<file path="config.mk">
export PLATFORM = sky130hd
export DESIGN_NAME = sc_reglane_bank_flat
export DESIGN_NICKNAME = d
export VERILOG_FILES = /design/src/rtl/sc_reglane_bank_if.sv /design/src/rtl/sc_reglane_bank.sv /design/src/flat_wrapper.sv
export SDC_FILE = /design/constraint.sdc
export NUM_CORES = 1
export LEC_CHECK = 0
export BUFFER_PORTS_ARGS = -buffer_cell sky130_fd_sc_hd__buf_2
export CAP_MARGIN = 20
export CORE_ASPECT_RATIO = 0.75
export CORE_MARGIN = 3
export CORE_UTILIZATION = 31
export CTS_CLUSTER_SIZE = 14
export DETAILED_ROUTE_END_ITERATION = 7
export HOLD_SLACK_MARGIN = 0.1
export PLACE_DENSITY_LB_ADDON = 0.2
export SLEW_MARGIN = 20
export SYNTH_ARGS = -nofsm -noshare
export SYNTH_HDL_FRONTEND = slang
export SYNTH_SLANG_ARGS = --single-unit
</file>
<file path="constraint.sdc">
create_clock -name SC_RegLANEBANK_CLOCK_50 -period 2.45 [get_ports SC_RegLANEBANK_CLOCK_50]
set_clock_uncertainty 0.2 [all_clocks]
set_input_delay 0.245 -clock SC_RegLANEBANK_CLOCK_50 [delete_from_list [all_inputs] [get_ports SC_RegLANEBANK_CLOCK_50]]
set_output_delay 0.245 -clock SC_RegLANEBANK_CLOCK_50 [all_outputs]
set_load 0.05 [all_outputs]
</file>
<file path="src/rtl/sc_reglane_bank_if.sv">
// ---------------------------------------------------------------------------
// sc_reglane_bank_if
//
// Purpose: bundles the load/run controls and the lane output buses of
// sc_reglane_bank so the game-control FSM (master) and the lane bank (slave)
// can be wired with a single connection. Clock and reset are not part of the
// bundle; they stay plain ports on the bank.
//
// Signals:
//   SC_RegLANEBANK_load_InLow     active-low load strobe for the selected lane
//   SC_RegLANEBANK_lanesel_InBUS  lane index targeted by a load (SELWIDTH)
//   SC_RegLANEBANK_data_InBUS     pattern to load (DATAWIDTH)
//   SC_RegLANEBANK_period_InBUS   shift period to load, 0 = never shift
//   SC_RegLANEBANK_dir_InBUS      01 rotate left, 10 rotate right, else hold
//   SC_RegLANEBANK_enable_In      global run/pause for every lane
//   SC_RegLANEBANK_fill_InBUS     per-lane shift-in bit (only with
//                                 SC_REGLANEBANK_FILL_EN defined)
//   SC_RegLANEBANK_data_OutBUS    lane i at [i*DATAWIDTH +: DATAWIDTH]
//   SC_RegLANEBANK_tick_OutBUS    bit i high for one cycle when lane i shifts
// ---------------------------------------------------------------------------
interface sc_reglane_bank_if #(
  parameter int DATAWIDTH = 8,
  parameter int LANES     = 4,
  parameter int SELWIDTH  = 2,
  parameter int DIVWIDTH  = 8
);

  logic                          SC_RegLANEBANK_load_InLow;
  logic [SELWIDTH-1:0]           SC_RegLANEBANK_lanesel_InBUS;
  logic [DATAWIDTH-1:0]          SC_RegLANEBANK_data_InBUS;
  logic [DIVWIDTH-1:0]           SC_RegLANEBANK_period_InBUS;
  logic [1:0]                    SC_RegLANEBANK_dir_InBUS;
  logic                          SC_RegLANEBANK_enable_In;
`ifdef SC_REGLANEBANK_FILL_EN
  logic [LANES-1:0]              SC_RegLANEBANK_fill_InBUS;
`endif
  logic [LANES*DATAWIDTH-1:0]    SC_RegLANEBANK_data_OutBUS;
  logic [LANES-1:0]              SC_RegLANEBANK_tick_OutBUS;

  // Game-control side: drives the load/run controls, reads the lane buses.
  modport master (
    output SC_RegLANEBANK_load_InLow,
    output SC_RegLANEBANK_lanesel_InBUS,
    output SC_RegLANEBANK_data_InBUS,
    output SC_RegLANEBANK_period_InBUS,
    output SC_RegLANEBANK_dir_InBUS,
    output SC_RegLANEBANK_enable_In,
`ifdef SC_REGLANEBANK_FILL_EN
    output SC_RegLANEBANK_fill_InBUS,
`endif
    input  SC_RegLANEBANK_data_OutBUS,
    input  SC_RegLANEBANK_tick_OutBUS
  );

  // Lane-bank side.
  modport slave (
    input  SC_RegLANEBANK_load_InLow,
    input  SC_RegLANEBANK_lanesel_InBUS,
    input  SC_RegLANEBANK_data_InBUS,
    input  SC_RegLANEBANK_period_InBUS,
    input  SC_RegLANEBANK_dir_InBUS,
    input  SC_RegLANEBANK_enable_In,
`ifdef SC_REGLANEBANK_FILL_EN
    input  SC_RegLANEBANK_fill_InBUS,
`endif
    output SC_RegLANEBANK_data_OutBUS,
    output SC_RegLANEBANK_tick_OutBUS
  );

endinterface

</file>
<file path="src/rtl/sc_reglane_bank.sv">
// ---------------------------------------------------------------------------
// sc_reglane_bank
//
// Purpose: LANES independent background-pattern registers, DATAWIDTH bits
// each. Every lane shifts at its own programmable period and direction, so a
// single block drives all scrolling rows of the playfield. The game-control
// FSM loads pattern/period/direction per lane; the display driver reads the
// flat data bus; collision logic follows the per-lane tick pulses.
//
// Ports:
//   SC_RegLANEBANK_CLOCK_50      system clock, rising-edge active
//   SC_RegLANEBANK_RESET_InHigh  synchronous active-high reset
//   laneBus                      sc_reglane_bank_if.slave (controls + outputs)
//
// Optional feature (compile-time macro SC_REGLANEBANK_FILL_EN):
//   defined   - shifts take their incoming bit from fill_InBUS[i] instead of
//               rotating, so traffic can enter and leave a lane;
//   undefined - pure rotation, no fill port.
//
// Parameters: DATAWIDTH (>=2), LANES (>=1), SELWIDTH (2**SELWIDTH >= LANES),
// DIVWIDTH (period/counter width).
// ---------------------------------------------------------------------------
module sc_reglane_bank #(
  parameter int DATAWIDTH = 8,
  parameter int LANES     = 4,
  parameter int SELWIDTH  = 2,
  parameter int DIVWIDTH  = 8
) (
  input logic             SC_RegLANEBANK_CLOCK_50,
  input logic             SC_RegLANEBANK_RESET_InHigh,
  sc_reglane_bank_if.slave laneBus
);

  localparam logic [1:0] DIR_LEFT  = 2'b01;
  localparam logic [1:0] DIR_RIGHT = 2'b10;

  // Shift helpers: the caller chooses the incoming bit, which is the bit
  // falling off the other end for rotation or the fill bit otherwise.
  function automatic logic [DATAWIDTH-1:0] shiftLeft(
    input logic [DATAWIDTH-1:0] pat,
    input logic                 inBit
  );
    return {pat[DATAWIDTH-2:0], inBit};
  endfunction

  function automatic logic [DATAWIDTH-1:0] shiftRight(
    input logic [DATAWIDTH-1:0] pat,
    input logic                 inBit
  );
    return {inBit, pat[DATAWIDTH-1:1]};
  endfunction

  // Registered per-lane state.
  logic [DATAWIDTH-1:0] pattern_p0 [LANES];
  logic [DIVWIDTH-1:0]  period_p0  [LANES];
  logic [1:0]           dir_p0     [LANES];
  logic [DIVWIDTH-1:0]  counter_p0 [LANES];
  logic [LANES-1:0]     tick_p0;

  // Next-state values.
  logic [DATAWIDTH-1:0] patternNext [LANES];
  logic [DIVWIDTH-1:0]  periodNext  [LANES];
  logic [1:0]           dirNext     [LANES];
  logic [DIVWIDTH-1:0]  counterNext [LANES];
  logic [LANES-1:0]     tickNext;

  always_comb begin
    tickNext = '0;
    for (int i = 0; i < LANES; i++) begin
      patternNext[i] = pattern_p0[i];
      periodNext[i]  = period_p0[i];
      dirNext[i]     = dir_p0[i];
      counterNext[i] = counter_p0[i];
    end

    for (int i = 0; i < LANES; i++) begin
      logic loadHit;
      logic active;
      logic leftIn;
      logic rightIn;

      // An out-of-range lanesel never equals any lane index, so such a load
      // is dropped without a separate range check.
      loadHit = !laneBus.SC_RegLANEBANK_load_InLow &&
                (int'(laneBus.SC_RegLANEBANK_lanesel_InBUS) == i);

      active  = laneBus.SC_RegLANEBANK_enable_In &&
                ((dir_p0[i] == DIR_LEFT) || (dir_p0[i] == DIR_RIGHT)) &&
                (period_p0[i] != '0);

`ifdef SC_REGLANEBANK_FILL_EN
      leftIn  = laneBus.SC_RegLANEBANK_fill_InBUS[i];
      rightIn = laneBus.SC_RegLANEBANK_fill_InBUS[i];
`else
      leftIn  = pattern_p0[i][DATAWIDTH-1];
      rightIn = pattern_p0[i][0];
`endif

      if (loadHit) begin
        // A load restarts the lane's cadence; it never shifts on this edge.
        patternNext[i] = laneBus.SC_RegLANEBANK_data_InBUS;
        periodNext[i]  = laneBus.SC_RegLANEBANK_period_InBUS;
        dirNext[i]     = laneBus.SC_RegLANEBANK_dir_InBUS;
        counterNext[i] = '0;
      end else if (active) begin
        // Counter runs 0..period inclusive, giving one shift per period+1
        // edges; period = all-ones therefore never needs a wrap past it.
        if (counter_p0[i] == period_p0[i]) begin
          counterNext[i] = '0;
          tickNext[i]    = 1'b1;
          if (dir_p0[i] == DIR_LEFT) begin
            patternNext[i] = shiftLeft(pattern_p0[i], leftIn);
          end else begin
            patternNext[i] = shiftRight(pattern_p0[i], rightIn);
          end
        end else begin
          counterNext[i] = counter_p0[i] + DIVWIDTH'(1);
        end
      end
    end
  end

  // Stage p0: lane state and tick register.
  always_ff @(posedge SC_RegLANEBANK_CLOCK_50) begin
    if (SC_RegLANEBANK_RESET_InHigh) begin
      tick_p0 <= '0;
      for (int i = 0; i < LANES; i++) begin
        pattern_p0[i] <= '0;
        period_p0[i]  <= '0;
        dir_p0[i]     <= '0;
        counter_p0[i] <= '0;
      end
    end else begin
      tick_p0 <= tickNext;
      for (int i = 0; i < LANES; i++) begin
        pattern_p0[i] <= patternNext[i];
        period_p0[i]  <= periodNext[i];
        dir_p0[i]     <= dirNext[i];
        counter_p0[i] <= counterNext[i];
      end
    end
  end

  // Flatten the lane patterns onto the display bus, lane 0 in the LSBs.
  for (genvar g = 0; g < LANES; g++) begin : g_laneOut
    assign laneBus.SC_RegLANEBANK_data_OutBUS[g*DATAWIDTH +: DATAWIDTH] = pattern_p0[g];
  end

  assign laneBus.SC_RegLANEBANK_tick_OutBUS = tick_p0;

endmodule

</file>
<file path="src/flat_wrapper.sv">
// flat-port wrapper written by rule: the top's interface ports become plain ports
module sc_reglane_bank_flat 
#(
  parameter int DATAWIDTH = 8,
  parameter int LANES     = 4,
  parameter int SELWIDTH  = 2,
  parameter int DIVWIDTH  = 8
)
  (SC_RegLANEBANK_CLOCK_50, SC_RegLANEBANK_RESET_InHigh, laneBus_SC_RegLANEBANK_load_InLow, laneBus_SC_RegLANEBANK_lanesel_InBUS, laneBus_SC_RegLANEBANK_data_InBUS, laneBus_SC_RegLANEBANK_period_InBUS, laneBus_SC_RegLANEBANK_dir_InBUS, laneBus_SC_RegLANEBANK_enable_In, laneBus_SC_RegLANEBANK_data_OutBUS, laneBus_SC_RegLANEBANK_tick_OutBUS);
  sc_reglane_bank_if #(.DATAWIDTH(DATAWIDTH), .LANES(LANES), .SELWIDTH(SELWIDTH), .DIVWIDTH(DIVWIDTH)) laneBus_i ();
  input logic SC_RegLANEBANK_CLOCK_50;
  input logic SC_RegLANEBANK_RESET_InHigh;
  input wire logic [$bits(laneBus_i.SC_RegLANEBANK_load_InLow)-1:0] laneBus_SC_RegLANEBANK_load_InLow;
  input wire logic [$bits(laneBus_i.SC_RegLANEBANK_lanesel_InBUS)-1:0] laneBus_SC_RegLANEBANK_lanesel_InBUS;
  input wire logic [$bits(laneBus_i.SC_RegLANEBANK_data_InBUS)-1:0] laneBus_SC_RegLANEBANK_data_InBUS;
  input wire logic [$bits(laneBus_i.SC_RegLANEBANK_period_InBUS)-1:0] laneBus_SC_RegLANEBANK_period_InBUS;
  input wire logic [$bits(laneBus_i.SC_RegLANEBANK_dir_InBUS)-1:0] laneBus_SC_RegLANEBANK_dir_InBUS;
  input wire logic [$bits(laneBus_i.SC_RegLANEBANK_enable_In)-1:0] laneBus_SC_RegLANEBANK_enable_In;
  output wire logic [$bits(laneBus_i.SC_RegLANEBANK_data_OutBUS)-1:0] laneBus_SC_RegLANEBANK_data_OutBUS;
  output wire logic [$bits(laneBus_i.SC_RegLANEBANK_tick_OutBUS)-1:0] laneBus_SC_RegLANEBANK_tick_OutBUS;
  assign laneBus_i.SC_RegLANEBANK_load_InLow = laneBus_SC_RegLANEBANK_load_InLow;
  assign laneBus_i.SC_RegLANEBANK_lanesel_InBUS = laneBus_SC_RegLANEBANK_lanesel_InBUS;
  assign laneBus_i.SC_RegLANEBANK_data_InBUS = laneBus_SC_RegLANEBANK_data_InBUS;
  assign laneBus_i.SC_RegLANEBANK_period_InBUS = laneBus_SC_RegLANEBANK_period_InBUS;
  assign laneBus_i.SC_RegLANEBANK_dir_InBUS = laneBus_SC_RegLANEBANK_dir_InBUS;
  assign laneBus_i.SC_RegLANEBANK_enable_In = laneBus_SC_RegLANEBANK_enable_In;
  assign laneBus_SC_RegLANEBANK_data_OutBUS = laneBus_i.SC_RegLANEBANK_data_OutBUS;
  assign laneBus_SC_RegLANEBANK_tick_OutBUS = laneBus_i.SC_RegLANEBANK_tick_OutBUS;
  sc_reglane_bank #(.DATAWIDTH(DATAWIDTH), .LANES(LANES), .SELWIDTH(SELWIDTH), .DIVWIDTH(DIVWIDTH)) u_core (.SC_RegLANEBANK_CLOCK_50(SC_RegLANEBANK_CLOCK_50), .SC_RegLANEBANK_RESET_InHigh(SC_RegLANEBANK_RESET_InHigh), .laneBus(laneBus_i));
endmodule
</file>
# After elaboration in Yosys (flattened, before gate mapping)
# Memory sizes are Yosys's and may differ from the RTL's.
# Index checks and enable logic that the tools add are counted.
# W data, S select, Z words.
# totals
inputBits,24
ram_bits,104
out_inout_bits,36
mem_count,4
word_cells,132
regBits,4
# memory_table
name,depth,width,rd,rd_clocked_by_memory_dff,wr,line_no,text
u_core.counter_p0,4,8,4,0,4,sc_reglane_bank.sv:57,logic [DIVWIDTH-1:0] counter_p0 [LANES];
u_core.pattern_p0,4,8,4,0,4,sc_reglane_bank.sv:54,logic [DATAWIDTH-1:0] pattern_p0 [LANES];
u_core.period_p0,4,8,4,0,4,sc_reglane_bank.sv:55,logic [DIVWIDTH-1:0] period_p0 [LANES];
u_core.dir_p0,4,2,4,0,4,sc_reglane_bank.sv:56,logic [1:0] dir_p0 [LANES];
# classes
n_reduce_logical,26
eq_ne,15
mux,59
bitwise_logic,20
add_sub_neg,4
# ops
operator,count
$mux W8,44
$add A8 B1 Y8 const B,4
$eq A8 B8 Y1,4
$reduce_bool A8 Y1,4
$mux W2,8
$or A1 B1 Y1,16
$eq A2 B2 Y1 const B,6
$logic_and A1 B1 Y1,12
$reduce_or A3 Y1,4
$eq A2 B1 Y1 const B,5
$mux W1,7
$logic_or A1 B1 Y1,4
$not A1 Y1,4
$logic_not A2 Y1,1
$logic_not A1 Y1,1

# Depth between registers and ports, before layout
# logic_depth
ltp_word,7
depth_mapped,8
depth_no_buf,6

# Worst setup path before layout
# Ideal clock, no wire load.
# synth_path
path_type,register -> register
startpoint,memory u_core.dir_p0[3][1]
endpoint,"memory u_core.pattern_p0[3][5], in the netlist u_core.pattern_p0[0][29]"
required_ps,2128
n_path_buf,1
slack_ps,408
t_arrival_ps,1720
setup_time_ps,122
synth_period_minus_slack_ps,2042
stages_incl_launch_ff,8
cell_sequence,dfxtp_1 inv_1 ha_1 nand2b_1 a21oi_1 clkbuf_1 o32ai_1 a311o_1
# synth_lines
item,line_no
"start, declared",sc_reglane_bank.sv:56
"end, declared",sc_reglane_bank.sv:54

==> impl_metrics.yaml <==
routing:
  vias: 6603
  totalWireLength_mm: 21.22
  viasPerCell: 5.782
  drt_iter0_drc: 627
  wl_per_cell_um: 18.58
  drt_first_pass_iters: 6
  route.detailed.drc: 0
  ant_nets: 0
yosys:
  synth_top_family_by_area: "compound AO/OA/AOI/OAI gates"
  synth-simple-area-share_pct: 22.99
  synth.area.mux_share_pct: 8.957
  netlist-cell-type-count: 41
  synthCells: 824
  syn_area_per_cell_um2: 8.137
  synth-seq-area-share_pct: 32.24
  syn_area_mm2: 0.006705
  synthAdderAreaFrac_pct: 1.493
  synth_compound_area_share_pct: 23.55
  synth_top_area_share_pct: 32.24
  synth_nets: 856
  synth_top_cell_by_area: "dfxtp_1"
  synth_warnings: 0
  synthXorXnorAreaFrac_pct: 4.180
  synth_area_leaders: "dfxtp_1 32%, o211ai_1 6.2%, nand2_1 5.4%"
  synth-seq-cells: 108
place:
  io_buffers: 59
  gp_congestion: 0.7960
  dp_hpwl_mm: 13.98
  placed_cell_area_mm2: 0.007276
pwr:
  power_density_mw_per_mm2: 544.5
  switching_share_pct: 30.83
  ir_drop_uv: 322.7
  seq_power_share_pct: 44.5
  switchingPower_w: 0.001289
  total_power_w: 0.004182
  comb_power_share_pct: 18.2
  clkPwrFrac_pct: 37.4
  leakagePower_nw: 2.576
  internal-power_w: 0.002893
floorplanning:
  die_area_mm2: 0.02345
  core_area_mm2: 0.02072
  pin_count: 60
  die_w_um: 175.8
  rows: 45
  die_h_um: 133.4
  initial_core_util_pct: 32.36
run:
  cap_violations: 0
final_layout:
  nFillCells: 2213
  seq_area_mm2: 0.002162
  layout_common_cells: "108 x dfxtp_1, 97 x nand2_1, 60 x a21oi_1"
  layout-drive-gt1-share_pct: 17.21
  diodes: 0
  area_delta_synth_final_pct: 14.54
  multi_input_area_mm2: 0.004113
  postLayoutCellArea_mm2: 0.007680
  final_common_cell: "dfxtp_1"
  nets: 887
worst_setup_path:
  cp.required_ns: 2.54
  worstSetupEndpointType: "flip-flop"
  crit_type: "reg2reg"
  cp_data_arrival_time_ns: 2.27
  path_max_fanout: 20
  cp-start-kind: "flip-flop"
sta:
  period_minus_slack_ns: 2.184
  fin_crit_sh_pct: 89.14
  rsz0062_at_grt: "false"
  final.setup.tns_ns: 0
  tightestPinTransition_ns: 1.029
  finalSetupViolCount: 0
  maxSlewHeadroom_pct: 31.16
  slew_violations: 0
  fmax_mhz: 457.9
  hold_viol_final: 0
cts:
  cts_buffers: 9
  worstSkewPairLatency_ns: 0.36
  cts.path.max_buffers: 2
  clkSinkCount: 108
  cts.clk_slew.worst_paths_ns: 0.08
  cts_root_buf: "clkbuf_16"
  cts_tree: "yes"
  htree_levels: 3
  cts_resized: 0
global_route:
  grt_util_all_layers_pct: 17.79
  grt_max_degree: 59
  grt-ovfl-total: 0
  antenna_found_initial: 1
  grt_first_pass_wirelength_mm: 33.75
  grt_pass1_vias: 5913
outcome:
  outcome: "finished, final reports clean"
min_path:
  hp-class: "in2reg"
metal layers:
layer / up-vias / part of all wire [%] / GRT usage (%)
li1: 3200 / - / -
met1: 3186 / 51 / 27.64
met2: 198 / 42 / 25.15
met3: 19 / 6.3 / 3.362
met4: 0 / 1.2 / 3.868
met5: - / 0 / 0
state kept, by name, summed over array words and instances (netlist names):
name and count:
u_core.counter_p0 32, u_core.laneBus.SC_RegLANEBANK_tick_OutBUS 4, u_core.period_p0 32, u_core.pattern_p0 32, u_core.dir_p0 8
critical path, stage by stage (launching register included):
cell and delay, ns:
dfxtp_1 0.33, inv_1 0.04, ha_1 0.25, nand2b_1 0.16, a21o_1 0.40, or4_1 0.57
o211ai_1 0.16
cells in the mapped netlist:
cell type and instances:
clkbuf_2 1, or3b_1 1, nor4_1 28, or2_2 3, o32ai_1 8, or3_1 1
dfxtp_1 108, and3_1 20, mux2_2 32, clkbuf_1 35, buf_1 5, buf_4 3
and3b_1 1, or4_1 8, a21oi_1 60, o21ai_0 24, nand2_1 97, ha_1 8
a211o_1 3, o2111ai_1 29, buf_2 37, nor3b_1 8, nor2b_1 4, nor2_2 4
a21boi_0 8, inv_1 18, nand3_1 53, mux2i_1 24, o211ai_1 55, and4_1 6
nand2b_1 4, nor3_1 1, a21o_1 6, a32oi_1 24, xnor2_1 32, nor3b_2 2
nand3b_1 5, nand4_1 28, buf_6 1, nor2_1 21, a311o_1 8
cell type report:
type | count | area share [%]
Clock buffer | 13 | 3.389
Clock inverter | 3 | 0.5702
Inverter | 18 | 0.8798
Multi-Input combinational cell | 616 | 53.55
Sequential cell | 108 | 28.15
Tap cell | 282 | 4.594
Timing Repair Buffer | 102 | 8.863
metrics by stage:
stage | hold WS, ns | worst slack, ns | std cells | util (%)
2_1_floorplan | 0.1810 | 0.4081 | 824 | -
3_3_place_gp | 0.2492 | 0.3034 | 1116 | 35.11
3_5_place_dp | 0.2485 | 0.2899 | 1116 | 35.11
4_1_cts | 0.1282 | 0.2639 | 1142 | 37.07
5_1_grt | 0.1599 | 0.1108 | 1142 | 37.07
6_report | 0.1583 | 0.2661 | 1142 | 37.07
timing repair:
item | 4_1_cts | 5_1_grt
endpoints found under the hold margin | 40 | 0
buffers inserted | 0 | 0
hold buffers | 10 | 0
worst paths after layout:
kind                            slack (ns)                  endpoint                                  from  depth (start not counted)
worst min register to register        0.26       u_core.dir_p0[0][1]                   u_core.dir_p0[0][1]                          2
worst max register to register        0.27  u_core.pattern_p0[0][13]                   u_core.dir_p0[1][1]                          6
worst max-delay path                  0.27  u_core.pattern_p0[0][13]                   u_core.dir_p0[1][1]                          6
worst min-delay path                  0.16  u_core.pattern_p0[0][16]  laneBus_SC_RegLANEBANK_data_InBUS[0]                          3
kinds of logic (layout without fill, tap and decap cells):
kind of cell,after synthesis,count (layout)
AND/OR/NAND/NOR,295,295
AO/OA/AOI/OAI,225,225
flip-flops,108,108
buffers and inverters,100,136
multiplexers,56,56
XOR/XNOR,32,32
adder cells (fa/ha/maj),8,8
power by group through the flow:
stage / Combinational [W] / Sequential, W / Clock [W]
after detailed placement: 0.000739 / 0.00190 / 0
final: 0.000759 / 0.00186 / 0.00156
after global placement: 0.000743 / 0.00190 / 0
after floorplan: 0.000396 / 0.00198 / 0
after CTS: 0.000753 / 0.00186 / 0.00160
after global routing: 0.000817 / 0.00187 / 0.00167
(Power assumes the default switching activity.)
